<file path="config.mk">
export PLATFORM = sky130hd
export DESIGN_NAME = trigger_piso_module
export DESIGN_NICKNAME = d
export VERILOG_FILES = /design/src/rtl/trigger_piso_module.sv
export SDC_FILE = /design/constraint.sdc
export NUM_CORES = 1
export LEC_CHECK = 0
export ABC_AREA = 1
export CORE_UTILIZATION = 45
export CTS_CLUSTER_DIAMETER = 150
export DETAILED_ROUTE_END_ITERATION = 10
export PLACE_DENSITY = 0.79
export SYNTH_ARGS = -nofsm -noshare
export SYNTH_HDL_FRONTEND = slang
export SYNTH_SLANG_ARGS = --single-unit
</file>
<file path="constraint.sdc">
create_clock -name clk -period 1.2 [get_ports clk]
set_input_delay 0.12 -clock clk [delete_from_list [all_inputs] [get_ports clk]]
set_output_delay 0.12 -clock clk [all_outputs]
set_load 0.05 [all_outputs]
</file>
<file path="src/rtl/trigger_piso_module.sv">
// Parallel-in/serial-out transmitter: accepts a WIDTH-bit word on a valid/ready
// handshake and shifts it out one bit per clock with framing valid and last-bit marker.
module trigger_piso_module #(
  parameter int WIDTH     = 10,
  parameter bit LSB_FIRST = 1'b1
) (
  input  logic             clk,
  input  logic             rst,
  input  logic [WIDTH-1:0] inBus,
  input  logic             inValid,
  output logic             inReady,
  output logic             serOut,
  output logic             serValid,
  output logic             serLast,
  output logic             busy
);

  localparam int CW = (WIDTH > 1) ? $clog2(WIDTH) : 1;
  localparam logic [CW-1:0] CNT_LAST = CW'(WIDTH - 1);

  typedef enum logic {IDLE, SHIFT} state_t;

  state_t           state, state_nxt;
  logic [WIDTH-1:0] shreg, shreg_nxt;
  logic [CW-1:0]    cnt, cnt_nxt;
  logic             ser_out_nxt, ser_vld_nxt;
  logic             accept;

  // serLast/inReady decode only from flops, so no input reaches an output combinationally
  assign serLast = (state == SHIFT) && (cnt == CNT_LAST);
  assign inReady = (state == IDLE) || serLast;
  assign busy    = serValid;
  assign accept  = inValid && inReady;

  always_comb begin
    state_nxt   = state;
    shreg_nxt   = shreg;
    cnt_nxt     = cnt;
    ser_out_nxt = serOut;
    ser_vld_nxt = serValid;
    if (accept) begin
      state_nxt   = SHIFT;
      shreg_nxt   = inBus;
      cnt_nxt     = '0;
      ser_out_nxt = LSB_FIRST ? inBus[0] : inBus[WIDTH-1];
      ser_vld_nxt = 1'b1;
    end else if (state == SHIFT) begin
      if (serLast) begin
        state_nxt   = IDLE;
        shreg_nxt   = '0;
        cnt_nxt     = '0;
        ser_out_nxt = 1'b0;
        ser_vld_nxt = 1'b0;
      end else begin
        // serOut already holds the end bit, so the next bit is one in from the end
        shreg_nxt   = LSB_FIRST ? (shreg >> 1) : (shreg << 1);
        ser_out_nxt = LSB_FIRST ? shreg[1] : shreg[WIDTH-2];
        cnt_nxt     = cnt + 1'b1;
      end
    end
  end

  always_ff @(posedge clk or negedge rst) begin
    if (!rst) begin
      state    <= IDLE;
      shreg    <= '0;
      cnt      <= '0;
      serOut   <= 1'b0;
      serValid <= 1'b0;
    end else begin
      state    <= state_nxt;
      shreg    <= shreg_nxt;
      cnt      <= cnt_nxt;
      serOut   <= ser_out_nxt;
      serValid <= ser_vld_nxt;
    end
  end

endmodule

</file>
==> results.json, run 1 <==
{
  "run_status": "finished with violations",
  "violations": "negative setup slack",
  "detailedRoute.firstIterationViolations": 6,
  "nets": 157,
  "antennaDiodeCount": 0,
  "grt_pass1_wl_um": 3120,
  "synth.largest_area_cell": "sky130_fd_sc_hd__dfrtp_1",
  "yosys.area.top_type_share_pct": 43.3,
  "worstSetupEndpointType": "primary output",
  "synth.area.mux_share_pct": 0,
  "ys_ff_latch": 16,
  "via_per_inst": 4.86,
  "antenna_found_initial": 0,
  "drt.antenna.violating_nets": 0,
  "crit_type": "reg2out",
  "design.portCount": 18,
  "clock_sink_count": 16,
  "synth-xor-area-share_pct": 0.947,
  "rows": 16,
  "grt_use_total_pct": 20.1,
  "timing.final.setup_violations": 18,
  "leak_nw": 0.654,
  "worstSetupStartpointType": "flop",
  "floorplan.die.width_um": 47.3,
  "worst_slew_pin_slew_ns": 0.222,
  "syn_inst": 107,
  "cpLargestDelayFamily": "flip-flops",
  "route.detailed.wl_per_inst_um": 11.6,
  "synth.yosys.seq_area_share_pct": 43.3,
  "peak_per_stage_delay_on_the_critical_path_ns": 0.41,
  "drive_gt1_share_pct": 36.2,
  "cp_data_arrival_time_ns": 1.36,
  "maxSlewHeadroom_pct": 85.2,
  "powerDensity_nw_per_um2": 2350,
  "fraction_of_the_mapped_netlist_area_in_simple_logic_gates_pct": 29.5,
  "clock_skew_ns": 0.00145,
  "crit-reg2reg-launch": "cnt[1]",
  "number_of_enable_flip_flop_cells_after_synthesis": 0,
  "synth_commonest_cells": "sky130_fd_sc_hd__nand2_1 (19), sky130_fd_sc_hd__dfrtp_1 (16), sky130_fd_sc_hd__nand3_1 (15)",
  "cpMaxStageDelayCell": "sky130_fd_sc_hd__dfrtp_1",
  "cts_buffer_depth": 2,
  "placeableCoreArea_um2": 1940,
  "post-route-period-util_pct": 124,
  "placement.io_buffers": 17,
  "syn_area_per_cell_um2": 8.64,
  "initial_standard_cell_utilization_of_the_core_pct": 47.6,
  "gp_congestion": 0.814,
  "synth_area_leaders": "sky130_fd_sc_hd__dfrtp_1 (43%), sky130_fd_sc_hd__nand3_1 (8.1%), sky130_fd_sc_hd__nand2_1 (7.7%), sky130_fd_sc_hd__a21oi_2 (6.6%), sky130_fd_sc_hd__nand3_2 (5.4%)",
  "post_place_setup_slack_ns": -0.0790,
  "drv_slew": 0,
  "ys_warn_count": 0,
  "synth-adder-area-share_pct": 2.71,
  "r2r-end": "shreg[4]",
  "maximum_number_of_pins_on_one_net_before_global_route_repair": 17,
  "worstSkewPairLatency_ns": 0.29,
  "yosysMostFrequentCell": "sky130_fd_sc_hd__nand2_1",
  "hp-class": "in2async",
  "synth-async-reset-ratio_pct": 100,
  "placed_cells": 158,
  "cp_data_required_time_ns": 1.08,
  "achievable-frequency_mhz": 674,
  "dieHeight_um": 47.3,
  "crit_buf_inv": 3,
  "setup_tns_ns": -3.18,
  "post_synthesis_cell_area_um2": 925,
  "critPathMaxFanout": 3,
  "final_cells": 168,
  "max-cap-violations": 0,
  "synth_cell_types": 24,
  "path_clk_slew_ns": 0.09,
  "critical_path.cell_chain": "inv_2 > ha_4 > nand3_4 > buf_4 > nand2_8 > buf_12",
  "detailed_routing_iteration_count_for_the_pre_antenna_repair_pass": 4,
  "synthFlopType": "sky130_fd_sc_hd__dfrtp_1",
  "drt_drc_violations_left": 0,
  "htreeDepth": 1,
  "place_hpwl_um": 1410,
  "number_of_clock_buffers_inserted_by_tritoncts": 3,
  "combinational_family_with_the_most_area_after_synthesis": "simple AND/OR/NAND/NOR gates",
  "tritoncts_clock_tree": "built",
  "cts.root.buffer_cell": "sky130_fd_sc_hd__clkbuf_4",
  "unrepaired_setup_endpoints_after_global_routing": "yes",
  "synth-compound-area-share_pct": 11.0,
  "die-area_um2": 2240,
  "hold_violations": 0,
  "post_cts_hold_buffer_count": 0,
  "first_global_vias": 708,
  "drt-total-wl_um": 1940,
  "synth_nets": 122,
  "area.growth.synth_to_final_pct": 46.7,
  "timing.reg2reg.setup_slack_ns": -0.27,
  "fin_ws_ns": -0.284,
  "max-vdd-ir-drop_mv": 1.54,
  "gr-total-overflow": 0,
  "finalWorstPathRequiredPeriod_ns": 1.48,
  "whs_ns": 0.143,
  "r2r.worst_path.cells": 10,
  "via_count": 817
}
==> power by group <==
| part | switching (mW) | total [mW] | internal [mW] |
|---|---|---|---|
| sequential | 0.194 | 0.956 | 0.763 |
| combinational | 0.923 | 1.87 | 0.949 |
| clock | 0.174 | 0.359 | 0.185 |
==> cells by family (layout without fill, tap and decap cells) <==
| group | after synthesis | in the layout |
|---|---|---|
| xor+xnor | 1 | 1 |
| buf+inv | 21 | 55 |
| fa+ha+maj | 2 | 2 |
| compound gates | 14 | 14 |
| flops | 16 | 16 |
| simple gates | 53 | 53 |
==> flip-flops by register name (all words and copies together) (netlist names) <==
name / flops
shreg: 10
cnt: 4
busy: 1
state: 1
==> layer usage <==
metal / vias up / GRT usage (%) / routed length (um)
met5: - / 0 / 0
met4: 0 / 6.86 / 23
met3: 4 / 3.46 / 57
met2: 17 / 31.8 / 962
met1: 385 / 27.6 / 899
li1: 411 / - / -
==> through the flow <==
stage / total power [mW] / utilization [%] / cell area [um2]
6_report: 3.19 / 69.8 / 1360
5_1_grt: 3.42 / 69.8 / 1360
4_1_cts: 3.17 / 69.2 / 1340
3_5_place_dp: 2.66 / 64.6 / 1250
3_3_place_gp: 2.61 / 64.6 / 1250
2_1_floorplan: 2.04 / - / 946
==> how the worst max path moves through the flow <==
stage / from / to / slack [ns] / cells past startpoint
5_1_grt: cnt[1] / inReady / -0.34 / 6
2_1_floorplan: cnt[1] / serLast / -0.03 / 5
3_5_place_dp: inValid / shreg[4] / -0.08 / 7
6_report: cnt[1] / inReady / -0.28 / 6
4_1_cts: cnt[1] / serLast / -0.28 / 6
3_3_place_gp: inValid / shreg[2] / -0.06 / 7
==> final cells by class <==
| class | instances | area, um2 |
|---|---|---|
| fill | 159 | 586 |
| multi-input combinational | 70 | 442 |
| sequential | 16 | 402 |
| timing repair buffer | 37 | 390 |
| inverter | 14 | 52.6 |
| clock buffer | 4 | 36.3 |
| tap | 27 | 33.8 |
==> layout by cell type, fill, tap and decap left out, drive strengths merged, types with 2 or more instances in the layout <==
cell,synthesis,layout
clkdlybuf4s50,0,12
ha,2,2
a21oi,10,10
nand3,21,21
clkinv,2,2
nor2,11,11
clkbuf,1,4
inv,12,12
dfrtp,16,16
nand2,20,20
o21ai,2,2
buf,6,25
==> what timing repair did <==
item,CTS,global route
endpoints found under the setup margin,11,18
resized for setup,3,2
setup buffers,5,1
pin swaps,2,1
Power figures use the tool's default switching activity.
==> inputs of run 2 (changes only) <==
- CORE_UTILIZATION: 45 -> 54
- DONT_BUFFER_PORTS: not set -> 1
- PLACE_DENSITY: 0.79 -> 0.77
==> results.json, run 2 (same netlist as run 1, synthesis figures left out) <==
{
  "run_status": "finished with violations",
  "violations": "negative setup slack",
  "final.fill_count": 86,
  "achievable-frequency_mhz": 656,
  "drt-total-wl_um": 2270,
  "clock_skew_ns": 0.00526,
  "worstSkewPairLatency_ns": 0.30,
  "critPathMaxFanout": 3,
  "route.detailed.wl_per_inst_um": 14.6,
  "gr-total-overflow": 0,
  "drive_gt1_share_pct": 32.4,
  "placeableCoreArea_um2": 1560,
  "cp_data_required_time_ns": 1.08,
  "initial_standard_cell_utilization_of_the_core_pct": 59.3,
  "whs_ns": 0.311,
  "dieHeight_um": 43.4,
  "drt.antenna.violating_nets": 0,
  "grt_pass1_wl_um": 3690,
  "max-cap-violations": 0,
  "antenna_found_initial": 0,
  "place_hpwl_um": 1280,
  "crit_type": "reg2out",
  "via_per_inst": 5.43,
  "hp-class": "in2async",
  "layout.cells.most_common": "sky130_fd_sc_hd__nand2_1",
  "drt_drc_violations_left": 0,
  "startpoint_of_the_most_critical_setup_path": "cnt[1]",
  "peak_per_stage_delay_on_the_critical_path_ns": 0.41,
  "unrepaired_setup_endpoints_after_global_routing": "yes",
  "tritoncts_clock_tree": "built",
  "detailedRoute.firstIterationViolations": 18,
  "clock_sink_count": 16,
  "worstSetupStartpointType": "flop",
  "rows": 14,
  "path_clk_slew_ns": 0.10,
  "post-route-period-util_pct": 127,
  "via_count": 842,
  "cpMaxStageDelayCell": "sky130_fd_sc_hd__dfrtp_1",
  "placement.io_buffers": 0,
  "detailed_routing_iteration_count_for_the_pre_antenna_repair_pass": 4,
  "antennaDiodeCount": 0,
  "drv_slew": 0,
  "die-area_um2": 1880,
  "worst_slew_pin_slew_ns": 0.723,
  "cts_buffer_depth": 2,
  "powerDensity_nw_per_um2": 2330,
  "fin_ws_ns": -0.324,
  "crit-reg2reg-launch": "cnt[1]",
  "final_cells": 155,
  "grt_use_total_pct": 27.1,
  "floorplan.die.width_um": 43.4,
  "number_of_clock_buffers_inserted_by_tritoncts": 3,
  "finalWorstPathRequiredPeriod_ns": 1.52,
  "post_place_setup_slack_ns": -0.0154,
  "hold_violations": 0,
  "regMostFlops": "shreg",
  "nets": 155,
  "maxSlewHeadroom_pct": 51.7,
  "largest_registers": "shreg (10), cnt (4)",
  "cp_data_arrival_time_ns": 1.40,
  "leak_nw": 0.631,
  "layout.cells.most_common_list": "sky130_fd_sc_hd__nand2_1 (19), sky130_fd_sc_hd__buf_4 (16), sky130_fd_sc_hd__nand3_1 (15), sky130_fd_sc_hd__dfrtp_1 (15), sky130_fd_sc_hd__dlygate4sd3_1 (13)",
  "cts.root.buffer_cell": "sky130_fd_sc_hd__clkbuf_4",
  "placed_cells": 132,
  "first_global_vias": 839,
  "design.portCount": 18,
  "gp_congestion": 0.887,
  "area.growth.synth_to_final_pct": 37.5,
  "htreeDepth": 1,
  "flip_flop_count_of_the_largest_register_after_layout": 10,
  "critical_path.cell_chain": "inv_2 > ha_4 > nand3_4 > buf_6 > nor2_4 > buf_12",
  "maximum_number_of_pins_on_one_net_before_global_route_repair": 17,
  "worstSetupEndpointType": "primary output",
  "max-vdd-ir-drop_mv": 1.76,
  "timing.final.setup_violations": 13
}
run 2: changes by cell type in the layout (fill, tap and decap cells not counted), sizes merged:
cell / before / now
clkdlybuf4s50: 12 / 0
dlygate4sd3: 0 / 13
buf: 25 / 21
dlymetal6s4s: 0 / 1
run 2: final timing paths:
path                                 end  cells past startpoint  slack [ns]
worst min register to register      busy                      2        0.51
worst min-delay path            shreg[8]                      1        0.31
worst max register to register  shreg[2]                      9       -0.21
worst max-delay path             serLast                      6       -0.32
min in group clk                    busy                      3        0.42
max in group asynchronous         cnt[0]                      1        0.39
run 2: timing repair:
item	in CTS	in global routing
hold endpoints to repair	28	1
setup buffers	3	2
gates resized for setup	5	3
pin swaps	2	1
endpoints found under the setup margin	10	17
hold buffers	13	1
run 2: cell type report:
cell class	instances	area [um2]	area share, %
Timing Repair Buffer	35	332	26.1
Clock buffer	4	26.3	2.07
Tap cell	16	20.0	1.57
Multi-Input combinational cell	70	439	34.5
Sequential cell	16	402	31.6
Inverter	14	52.6	4.13
run 2: power breakdown:
part	internal (mW)	switching [mW]
sequential	0.763	0.167
combinational	0.763	0.959
clock	0.130	0.182
run 2: critical path: cells and delay by family (launching register included):
| kind | cells | cell delay [ns] |
|---|---|---|
| adders and majority gates | 1 | 0.14 |
| DFF | 1 | 0.41 |
| and+or+nand+nor | 2 | 0.19 |
| buffers and inverters | 3 | 0.37 |
run 2: per-stage QoR:
stage	cell area [um2]	utilization [%]	power (mW)	setup TNS (ns)
final	1270	81.5	2.96	-2.20
after global routing	1270	81.5	3.16	-3.32
after CTS	1230	79.0	2.82	-2.37
after detailed placement	1030	66.4	2.37	-0.0274
after global placement	1030	66.4	2.32	0
after floorplan	946	-	2.04	-0.0265
run 2: per-layer routing:
metal  global-route usage, %  vias up  share of wire, %
li1                        -      405                 -
met1                    31.4      394                41
met2                    47.3       39                50
met3                    7.08        4               6.9
met4                    11.9        0               1.9
met5                       0        -                 0
==> inputs of run 3 (changes only) <==
- CORE_MARGIN: not set -> 4
- CORE_UTILIZATION: 54 -> 45
- HOLD_SLACK_MARGIN: not set -> 0.06
- PLACE_DENSITY: 0.77 -> 0.67
==> results.json, run 3 (same netlist as run 1, synthesis figures left out) <==
{
  "area.growth.synth_to_final_pct": 46.7,
  "fin_ws_ns": -0.339,
  "finalWorstPathRequiredPeriod_ns": 1.54,
  "crit_type": "reg2out",
  "htreeDepth": 1,
  "initial_standard_cell_utilization_of_the_core_pct": 47.1,
  "route.detailed.wl_per_inst_um": 13.2,
  "unrepaired_setup_endpoints_after_global_routing": "yes",
  "critPathMaxFanout": 4,
  "achievable-frequency_mhz": 650,
  "grt-busiest-layer": "met2",
  "intPower_mw": 1.84,
  "final-seq-area_um2": 402,
  "detailedRoute.firstIterationViolations": 10,
  "cts_buffer_depth": 2,
  "power.switching_mw": 1.36,
  "placement.io_buffers": 0,
  "grt_util_met2_pct": 32.2,
  "hp-class": "in2async",
  "gr-total-overflow": 0,
  "cp_data_required_time_ns": 1.08,
  "violations": "negative setup slack",
  "placed_area_um2": 1040,
  "maxSlewHeadroom_pct": 52.0,
  "worstSetupEndpointType": "primary output",
  "cp_data_arrival_time_ns": 1.42,
  "cts.root.buffer_cell": "sky130_fd_sc_hd__clkbuf_4",
  "post_place_setup_slack_ns": -0.0145,
  "maximum_number_of_pins_on_one_net_before_global_route_repair": 17,
  "dieHeight_um": 53.3,
  "die-area_um2": 2840,
  "power.sequential.fraction_pct": 29.0,
  "worst_slew_pin_slew_ns": 0.717,
  "placeableCoreArea_um2": 1960,
  "number_of_clock_buffers_inserted_by_tritoncts": 3,
  "drt.antenna.violating_nets": 0,
  "antennaDiodeCount": 0,
  "global_routing_met3_resource_utilization_pct": 4.23,
  "final_cells": 167,
  "max-vdd-ir-drop_mv": 1.28,
  "critical_path.cell_chain": "inv_2 > ha_4 > nand3_4 > buf_6 > nor2_4 > buf_12",
  "tritoncts_clock_tree": "built",
  "via_count": 841,
  "grt_use_total_pct": 17.5,
  "run_status": "finished with violations",
  "max-cap-violations": 0,
  "flip_flop_count_of_the_largest_register_after_layout": 10,
  "clock_skew_ns": 0.000476,
  "power.combinational.fraction_pct": 59.5,
  "power_switching_share_pct": 42.4,
  "powerDensity_nw_per_um2": 2360,
  "floorplan.die.width_um": 53.3,
  "cpMaxStageDelayCell": "sky130_fd_sc_hd__dfrtp_1",
  "leak_nw": 0.654,
  "clock_sink_count": 16,
  "drt_drc_violations_left": 0,
  "antenna_found_initial": 0,
  "layout.cells.most_common_list": "sky130_fd_sc_hd__nand2_1 (18), sky130_fd_sc_hd__dfrtp_1 (15), sky130_fd_sc_hd__buf_4 (15)",
  "timing.final.setup_violations": 14,
  "grt_pass1_wl_um": 3540,
  "worstSkewPairLatency_ns": 0.30,
  "worstSetupStartpointType": "flop",
  "hold_violations": 0,
  "peak_per_stage_delay_on_the_critical_path_ns": 0.40,
  "placed_cells": 142,
  "via_per_inst": 5.04,
  "design.portCount": 18,
  "share_clk_of_total_power_pct": 11.5,
  "largest_registers": "shreg (10), cnt (4)",
  "path_clk_slew_ns": 0.09,
  "grt.met1_usage_pct": 18.1,
  "place_hpwl_um": 1340,
  "first_global_vias": 852,
  "fin_area_um2": 1360,
  "multi_input_comb_area_um2": 483,
  "setup_tns_ns": -1.68,
  "post-route-period-util_pct": 128,
  "drt-total-wl_um": 2200,
  "rows": 16,
  "regMostFlops": "shreg",
  "nets": 156,
  "layout.cells.most_common": "sky130_fd_sc_hd__nand2_1",
  "drive_gt1_share_pct": 40.0,
  "final.fill_count": 178,
  "gp_congestion": 0.748,
  "detailed_routing_iteration_count_for_the_pre_antenna_repair_pass": 4,
  "drv_slew": 0
}
## run 3: changes by cell type in the layout (fill, tap and decap cells not counted), sizes merged
cell,previous run,this run
buf,21,24
dlygate4sd3,13,11
## run 3: per-layer routing
metal / vias to the layer above / wire length (um)
li1: 406 / -
met1: 409 / 882
met2: 20 / 1160
met3: 6 / 111
met4: 0 / 44
met5: - / 0
## run 3: power by group through the flow
stage	clock network [mW]	registers, mW	logic [mW]
floorplan	0	1.03	1.00
global placement	0	0.926	1.38
detailed placement	0	0.937	1.44
global route	0.392	0.950	2.09
CTS	0.375	0.923	1.61
finish	0.368	0.928	1.90
## run 3: what timing repair did
| action | in CTS | in global routing |
|---|---|---|
| pin swaps | 3 | 7 |
| endpoints found under the setup margin | 11 | 17 |
| setup buffers | 3 | 8 |
| hold buffers | 12 | 0 |
| endpoints found under the hold margin | 28 | 0 |
| resized for setup | 9 | 13 |
## run 3: area by class of cell
| cell class | instances | area share [%] |
|---|---|---|
| repair buffers | 36 | 25.7 |
| well taps | 27 | 2.49 |
| clock buffers | 4 | 2.68 |
| inverters | 14 | 3.87 |
| multi-input cells | 70 | 35.6 |
| flip-flops and latches | 16 | 29.6 |
## run 3: path summary, 6_finish.rpt
path                            startpoint        to  slack, ns  cells past startpoint
min in group clk                   inValid  shreg[9]       0.46                      3
max in group asynchronous              rst    cnt[0]       0.40                      1
worst min register to register        busy      busy       0.49                      2
worst min-delay path                   rst  shreg[9]       0.31                      1
worst max-delay path                cnt[1]   serLast      -0.34                      6
worst max register to register      cnt[1]  shreg[1]      -0.14                      9
## run 3: stage by stage
stage	total power, mW	util, %	hold WS (ns)
finish	3.20	69.1	0.308
global route	3.43	69.1	0.375
CTS	2.91	63.6	0.337
detailed placement	2.37	53.1	-0.175
global placement	2.31	53.1	-0.175
floorplan	2.04	-	-0.176
## run 3: critical path, delay by kind of cell, from the launching register on
family,cells,cell delay [ns]
simple gates,2,0.20
flops,1,0.40
fa+ha+maj,1,0.14
buf+inv,3,0.38
